File: src/rtl/mips_fetch_pkg.sv
// Shared definitions for the fetch queue: FSM states, redirect select codes,
// instruction size and a ceiling-log2 helper for sizing counters.
package mips_fetch_pkg;

    typedef enum logic [1:0] {
        S_START = 2'd0,
        S_RUN   = 2'd1,
        S_FLUSH = 2'd2
    } fetch_state_t;

    typedef enum logic [1:0] {
        RSEL_NONE     = 2'd0,
        RSEL_BRANCH   = 2'd1,
        RSEL_JUMP_INM = 2'd2,
        RSEL_JUMP_RS  = 2'd3
    } redirect_sel_t;

    localparam int INSTR_BYTES = 4;

    function automatic int clogb2(input int value);
        int result;
        result = 0;
        for (int v = value - 1; v > 0; v = v >> 1) begin
            result++;
        end
        return result;
    endfunction

endpackage

File: src/rtl/sync_fifo.sv
// Synchronous FIFO with a synchronous clear and an occupancy output.
// Pointers carry one extra wrap bit so full and empty are distinguishable.
module sync_fifo
    import mips_fetch_pkg::*;
#(
    parameter int NB_DATA = 64,
    parameter int DEPTH   = 4
) (
    input  logic                    i_clock,
    input  logic                    i_reset,
    input  logic                    i_clear,
    input  logic                    i_push,
    input  logic                    i_pop,
    input  logic [NB_DATA-1:0]      i_data,
    output logic [NB_DATA-1:0]      o_data,
    output logic                    o_empty,
    output logic [clogb2(DEPTH):0]  o_level
);

    localparam int NB_PTR = clogb2(DEPTH);

    logic [NB_DATA-1:0] mem [DEPTH];
    logic [NB_PTR:0]    wr_ptr;
    logic [NB_PTR:0]    rd_ptr;
    logic               full;
    logic               do_push;
    logic               do_pop;

    assign o_level = wr_ptr - rd_ptr;
    assign o_empty = (wr_ptr == rd_ptr);
    assign full    = (o_level == (NB_PTR + 1)'(DEPTH));
    assign do_push = i_push & ~full;
    assign do_pop  = i_pop & ~o_empty;
    assign o_data  = mem[rd_ptr[NB_PTR-1:0]];

    // Clear wins over a simultaneous push or pop.
    always_ff @(posedge i_clock) begin
        if (i_reset || i_clear) begin
            wr_ptr <= '0;
            rd_ptr <= '0;
        end else begin
            if (do_push) wr_ptr <= wr_ptr + 1'b1;
            if (do_pop)  rd_ptr <= rd_ptr + 1'b1;
        end
    end

    always_ff @(posedge i_clock) begin
        if (do_push && !i_clear) mem[wr_ptr[NB_PTR-1:0]] <= i_data;
    end

endmodule

File: src/rtl/instruction_fetch_queue.sv
// Prefetching fetch stage: issues reads to a 1-cycle instruction memory,
// buffers responses in a FIFO and handles branch/jump redirects with flush.
module instruction_fetch_queue
    import mips_fetch_pkg::*;
#(
    parameter int                  NB_ADDR    = 32,
    parameter int                  NB_INSTR   = 32,
    parameter int                  NB_INM_I   = 16,
    parameter int                  NB_INM_J   = 26,
    parameter int                  FIFO_DEPTH = 4,
    parameter logic [NB_ADDR-1:0]  RESET_PC   = '0
) (
    input  logic                          i_clock,
    input  logic                          i_reset,
    input  logic                          i_valid,
    output logic [NB_ADDR-1:0]            o_imem_addr,
    output logic                          o_imem_re,
    input  logic [NB_INSTR-1:0]           i_imem_data,
    output logic [NB_INSTR-1:0]           o_ir,
    output logic [NB_ADDR-1:0]            o_pc,
    output logic                          o_ir_valid,
    input  logic                          i_ir_ready,
    input  logic                          i_branch,
    input  logic                          i_jump_inm,
    input  logic                          i_jump_rs,
    input  logic [NB_ADDR-1:0]            i_redirect_base,
    input  logic [NB_INM_I-1:0]           i_inm_i,
    input  logic [NB_INM_J-1:0]           i_inm_j,
    input  logic [NB_ADDR-1:0]            i_rs,
    output logic [clogb2(FIFO_DEPTH):0]   o_level,
    output logic                          o_redirect_err
);

    localparam int                NB_LEVEL = clogb2(FIFO_DEPTH) + 1;
    localparam int                NB_DATA  = NB_INSTR + NB_ADDR;
    localparam logic [NB_LEVEL:0] DEPTH_L  = (NB_LEVEL + 1)'(FIFO_DEPTH);
    localparam logic [NB_ADDR-1:0] STEP    = NB_ADDR'(INSTR_BYTES);

    fetch_state_t        state;
    fetch_state_t        state_next;
    redirect_sel_t       redirect_sel;
    logic                redirect_multi;
    logic                redirect;
    logic [NB_ADDR-1:0]  redirect_target;
    logic [NB_ADDR-1:0]  pc;
    logic [NB_ADDR-1:0]  pc_tag;
    logic                inflight;
    logic                credit;
    logic                issue;
    logic                push;
    logic                pop;
    logic                fifo_empty;
    logic [NB_DATA-1:0]  fifo_head;

    always_comb begin
        redirect_sel    = RSEL_NONE;
        redirect_multi  = 1'b0;
        redirect_target = pc;
        case ({i_branch, i_jump_inm, i_jump_rs})
            3'b000:  redirect_sel = RSEL_NONE;
            3'b100:  redirect_sel = RSEL_BRANCH;
            3'b010:  redirect_sel = RSEL_JUMP_INM;
            3'b001:  redirect_sel = RSEL_JUMP_RS;
            default: redirect_multi = 1'b1;
        endcase
        case (redirect_sel)
            RSEL_BRANCH:   redirect_target = i_redirect_base +
                {{(NB_ADDR-NB_INM_I-2){i_inm_i[NB_INM_I-1]}}, i_inm_i, 2'b00};
            RSEL_JUMP_INM: redirect_target =
                {i_redirect_base[NB_ADDR-1 -: (NB_ADDR-NB_INM_J-2)], i_inm_j, 2'b00};
            RSEL_JUMP_RS:  redirect_target = i_rs;
            default:       redirect_target = pc;
        endcase
    end

    // Issue only when every buffered and outstanding word still has a slot.
    assign credit      = ({1'b0, o_level} + {{NB_LEVEL{1'b0}}, inflight}) < DEPTH_L;
    assign redirect    = i_valid & (redirect_sel != RSEL_NONE);
    assign issue       = i_valid & (state == S_RUN) & credit;
    assign push        = i_valid & inflight & ~redirect;
    assign pop         = i_valid & ~fifo_empty & i_ir_ready;
    assign o_imem_re   = issue;
    assign o_imem_addr = pc;
    assign o_ir_valid  = ~fifo_empty;
    assign o_ir        = fifo_empty ? '0 : fifo_head[NB_INSTR-1:0];
    assign o_pc        = fifo_empty ? '0 : fifo_head[NB_DATA-1 -: NB_ADDR];

    always_ff @(posedge i_clock) begin
        if (i_reset) state <= S_START;
        else if (i_valid) state <= state_next;
    end

    always_comb begin
        state_next = state;
        case (state)
            S_START: state_next = S_RUN;
            S_RUN:   state_next = S_RUN;
            S_FLUSH: state_next = S_RUN;
            default: state_next = S_START;
        endcase
        if (redirect) state_next = S_FLUSH;
    end

    // Dropping the in-flight flag on a redirect kills the pending response.
    always_ff @(posedge i_clock) begin
        if (i_reset) begin
            pc             <= RESET_PC;
            pc_tag         <= '0;
            inflight       <= 1'b0;
            o_redirect_err <= 1'b0;
        end else if (i_valid) begin
            o_redirect_err <= redirect_multi;
            if (redirect) begin
                pc       <= redirect_target;
                inflight <= 1'b0;
            end else begin
                inflight <= issue;
                if (issue) begin
                    pc     <= pc + STEP;
                    pc_tag <= pc + STEP;
                end
            end
        end
    end

    sync_fifo #(
        .NB_DATA (NB_DATA),
        .DEPTH   (FIFO_DEPTH)
    ) u_fifo (
        .i_clock (i_clock),
        .i_reset (i_reset),
        .i_clear (redirect),
        .i_push  (push),
        .i_pop   (pop),
        .i_data  ({pc_tag, i_imem_data}),
        .o_data  (fifo_head),
        .o_empty (fifo_empty),
        .o_level (o_level)
    );

endmodule

File: config.mk
export PLATFORM = sky130hd
export DESIGN_NAME = instruction_fetch_queue
export DESIGN_NICKNAME = d
export VERILOG_FILES = /design/src/rtl/mips_fetch_pkg.sv /design/src/rtl/sync_fifo.sv /design/src/rtl/instruction_fetch_queue.sv
export SDC_FILE = /design/constraint.sdc
export NUM_CORES = 1
export LEC_CHECK = 0
export CAP_MARGIN = 20
export CORE_UTILIZATION = 25
export DETAILED_ROUTE_END_ITERATION = 16
export HOLD_SLACK_MARGIN = 0.1
export PLACE_DENSITY = 0.43
export SYNTH_ARGS = -nofsm -noshare
export SYNTH_HDL_FRONTEND = slang
export SYNTH_SLANG_ARGS = --single-unit
File: constraint.sdc
create_clock -name i_clock -period 4.95 [get_ports i_clock]
set_input_delay 0.99 -clock i_clock [delete_from_list [all_inputs] [get_ports i_clock]]
set_output_delay 0.99 -clock i_clock [all_outputs]
set_load 0.01 [all_outputs]
==> summary.txt <==
Status
  • Status: completed

Pwr
  • Peak supply drop: 179 µV
  • Power Total: roughly 6.5 mW
  • P per Cell Area: 316 nW/µm²
  • Clk pwr share: a little over 40%
  • Gate power share: between 10% and 20%
  • Psw: 1.56 mW
  • P_int: a little under 5 mW
  • Leakage: approximately 6.7 nW
  • Sequential share of power: 47.8%
  • Switching Fraction: 24.1%

Yosys
  • Ys Warns: 0
  • Post-synthesis sequential area ratio: about three fifths
  • Top FF cell, synth: edfxtp_1
  • Adder-cell area share of the yosys netlist: 3.20%
  • Mean post-synth cell area: approximately 13 µm²
  • Multiplexer share of the synthesized area: under 10%
  • Compound-Gate Fraction of Synth Area: between 10% and 20%
  • Async set or reset register ratio after synthesis: 0%
  • XOR/XNOR share of the synthesized area: about 2.5%
  • Post-Syn Nets: between 1000 and 1500
  • Seq cells post-synth: 332
  • Post-Synthesis Cells: ~1200
  • Post-synth EDFFs: 256
  • Simple-Gate Fraction of Synth Area: 10.9%
  • Synth Cell Area: 15700 µm²
  • Cell variety after synth: a little over 70
  • Largest family of logic cells by synthesized area: compound AO/OA/AOI/OAI gates

Global route
  • Vias in the first global route: roughly 11000
  • Antenna violations before repair: 0
  • Grt total ovfl: 0
  • First-pass GRT wire length: around 73000 µm
  • Largest net degree at the start of global routing: 65
  • Total track usage: 15.2%

Job
  • Max Cap Viol: 0

STA
  • RSZ-0062 raised after global routing: false
  • Setup ws final: approximately 0.95 ns
  • Setup_tns: 0 ns
  • Final clock skew: approximately 0.016 ns
  • Post-layout minimum cycle time: between 4 and 5 ns
  • Worst-Margin Slew: about 0.94 ns
  • Slew headroom: about 37%
  • Hold WS: ~0.48 ns
  • Max Slew Vio Count: 0
  • Count of final setup violators: 0
  • Final Cycle Share: 80.9%
  • Hold Fails Final Rpt: 0
  • Fmax: between 0.2 and 0.25 GHz

Floorplan
  • Die H: 253 µm
  • Die W: approximately 250 µm
  • Site Rows: 91
  • I/O pin cnt: around 250
  • Placeable Area: roughly 62000 µm²
  • Die Area: between 60000 and 70000 µm²
  • Initial Util: approximately 25%

Cells and area
  • Area Growth Syn to Fin: 30.0%
  • Diode count: 0
  • Area used by multi-input combinational logic: a little over 6000 µm²
  • Final Util: around 33%
  • Final cell count without fillers: about 2300
  • Share of cells above drive strength 1: around an eighth
  • Finished Cell Area: between 20000 and 25000 µm²
  • Final nets: 1653
  • Layout fillers: just over 6000
  • Flip-flop and latch area: 9220 µm²

Min path
  • Worst hold-check path type: reg -> reg

Clock network
  • Cts bufs inserted: 37
  • CTS tree: done
  • Clk Latency, worst-skew pair: roughly 0.52 ns
  • Root buf cell: clkbuf_16
  • Cts hold-fix bufs: 0
  • Max Root-Sink Buffers: 3
  • Clock slew at reported path FFs: about 0.06 ns
  • H-tree depth: 2
  • Resized Gates After CTS: 0
  • # clock sinks: around 330
  • Post-CTS Setup Repair Bufs: 0

Routing
  • Drt wl/cell: 21.0 µm
  • DRC: 0
  • DR vias: around 11000
  • Drt total wl: 48900 µm
  • Initial DRC Count: roughly 650
  • Antenna viol nets, final: 0
  • Via density: about 4.7
  • Drt pass-1 iters: 5

Setup path
  • CP endpoint kind: primary output
  • Worst Reg-to-Reg Cells: 11
  • Crit path kind: reg -> out
  • Startpoint Class: register
  • R2R Path End: o_imem_addr[20]$_SDFFE_PP0P_
  • CP required: just under 4 ns
  • R2R Path Start: u_fifo.wr_ptr[0]$_SDFFE_PP0P_
  • FF-to-FF setup slack: 1.68 ns
  • Crit Path Max Fanout: 28
  • Worst setup endpoint: o_pc[3]
  • Crit path DAT: about 3 ns

Placement
  • HPWL after detailed placement: approximately 36000 µm
  • IO buf count: roughly 250
  • RD Place Congestion: a little over 0.8
  • Dpl cell area: just under 20000 µm²
  • Worst slack at placement: just over 0.6 ns
  • Placed cell count: between 2000 and 2500
[how the worst min path moves through the flow]
stage / start / endpoint / depth (start not counted) / slack [ns]
after floorplan: inflight$_SDFFE_PP0P_ / inflight$_SDFFE_PP0P_ / 2 / 0.45
after global placement: inflight$_SDFFE_PP0P_ / inflight$_SDFFE_PP0P_ / 2 / 0.46
after detailed placement: state[1]$_SDFFE_PP0P_ / state[1]$_SDFFE_PP0P_ / 2 / 0.47
after CTS: state[1]$_SDFFE_PP0P_ / state[1]$_SDFFE_PP0P_ / 2 / 0.48
after global routing: state[1]$_SDFFE_PP0P_ / state[1]$_SDFFE_PP0P_ / 2 / 0.51
final: state[1]$_SDFFE_PP0P_ / state[1]$_SDFFE_PP0P_ / 2 / 0.48
[registers in the layout (all words and copies together) (netlist names), named ones only]
name,count
u_fifo.rd_ptr,3
u_fifo.wr_ptr,3
pc_tag,32
o_imem_addr,32
u_fifo.mem,256
inflight,1
state,2
o_redirect_err,1
[worst max-delay path, stage by stage, from the launching register on]
cell             delay, ns
dfxtp_4               0.74
buf_4                 0.43
mux4_2                0.57
and2_1                0.18
clkdlybuf4s50_1       0.54
[cells by family after synthesis]
| kind of cell | Yosys count |
|---|---|
| muxes | 71 |
| AOI/OAI and AO/OA | 303 |
| DFF | 332 |
| buffers and inverters | 99 |
| and+or+nand+nor | 332 |
| xor gates and xnor gates | 44 |
| adders and majority gates | 39 |
[cell usage in the layout (no fill, tap or decap), drive strengths merged, types with 5 or more instances in the layout]
master	netlist	final
edfxtp	256	256
clkdlybuf4s50	0	245
a21oi	80	80
nand2	77	77
dfxtp	76	76
and2	71	71
nor2	69	69
mux4	64	64
o21ai	51	51
buf	26	43
clkbuf	53	43
ha	37	37
a211oi	33	33
inv	20	26
xnor2	25	25
nand4	21	21
nand3	21	21
a22oi	20	20
xor2	18	18
a21o	18	18
nor3	18	18
a31oi	15	15
o22ai	15	15
and3	11	11
or3	10	10
clkinv	0	10
a221oi	8	8
o21a	8	8
a22o	7	7
nor4	7	7
mux2i	6	6
a311oi	5	5
and4	5	5
o31ai	5	5
nor3b	5	5
or2	5	5
[layer usage]
| layer | share of wire [%] | vias up | GRT usage, % |
|---|---|---|---|
| met5 | 0 | - | 0 |
| met4 | 1.9 | 0 | 3.46 |
| met3 | 5.3 | 58 | 3.17 |
| met2 | 48 | 295 | 25.7 |
| met1 | 45 | 5423 | 20.0 |
| li1 | - | 5249 | - |
[power groups by stage]
| stage | registers [mW] | logic (mW) | clock network, mW |
|---|---|---|---|
| global placement | 3.15 | 0.707 | 0 |
| detailed placement | 3.15 | 0.700 | 0 |
| CTS | 3.09 | 0.703 | 2.77 |
| finish | 3.09 | 0.696 | 2.68 |
| global route | 3.10 | 0.764 | 2.87 |
| floorplan | 3.13 | 0.353 | 0 |
[cells in the mapped netlist (10+ instances only)]
master    instances  area share [%]
o22ai_1          15            0.60
dfxtp_1          76             9.7
clkbuf_1         52             1.2
nand4_1          20            0.79
xor2_1           18             1.0
and2_1           71             2.8
or3_1            10            0.40
nor3_1           17            0.54
a21o_1           18            0.86
nand3_1          21            0.67
inv_1            20            0.48
mux4_2           64             9.2
buf_1            12            0.29
a22oi_1          20            0.95
a211oi_1         33             1.6
xnor2_1          25             1.4
a21oi_1          80             2.5
o21ai_0          49             1.6
nand2_1          77             1.8
buf_2            12            0.38
a31oi_1          15            0.60
nor2_1           68             1.6
and3_1           11            0.44
ha_1             37             2.9
edfxtp_1        256              49
[final cells by class]
cell class                 instances  area share [%]
multi-input combinational        789            30.1
sequential                       332            45.0
timing repair buffer             289            13.7
tap                              837            5.12
clock inverter                    21            1.01
inverter                          20           0.367
clock buffer                      43            4.68
Note: power is estimated with default switching activity, not from simulation.
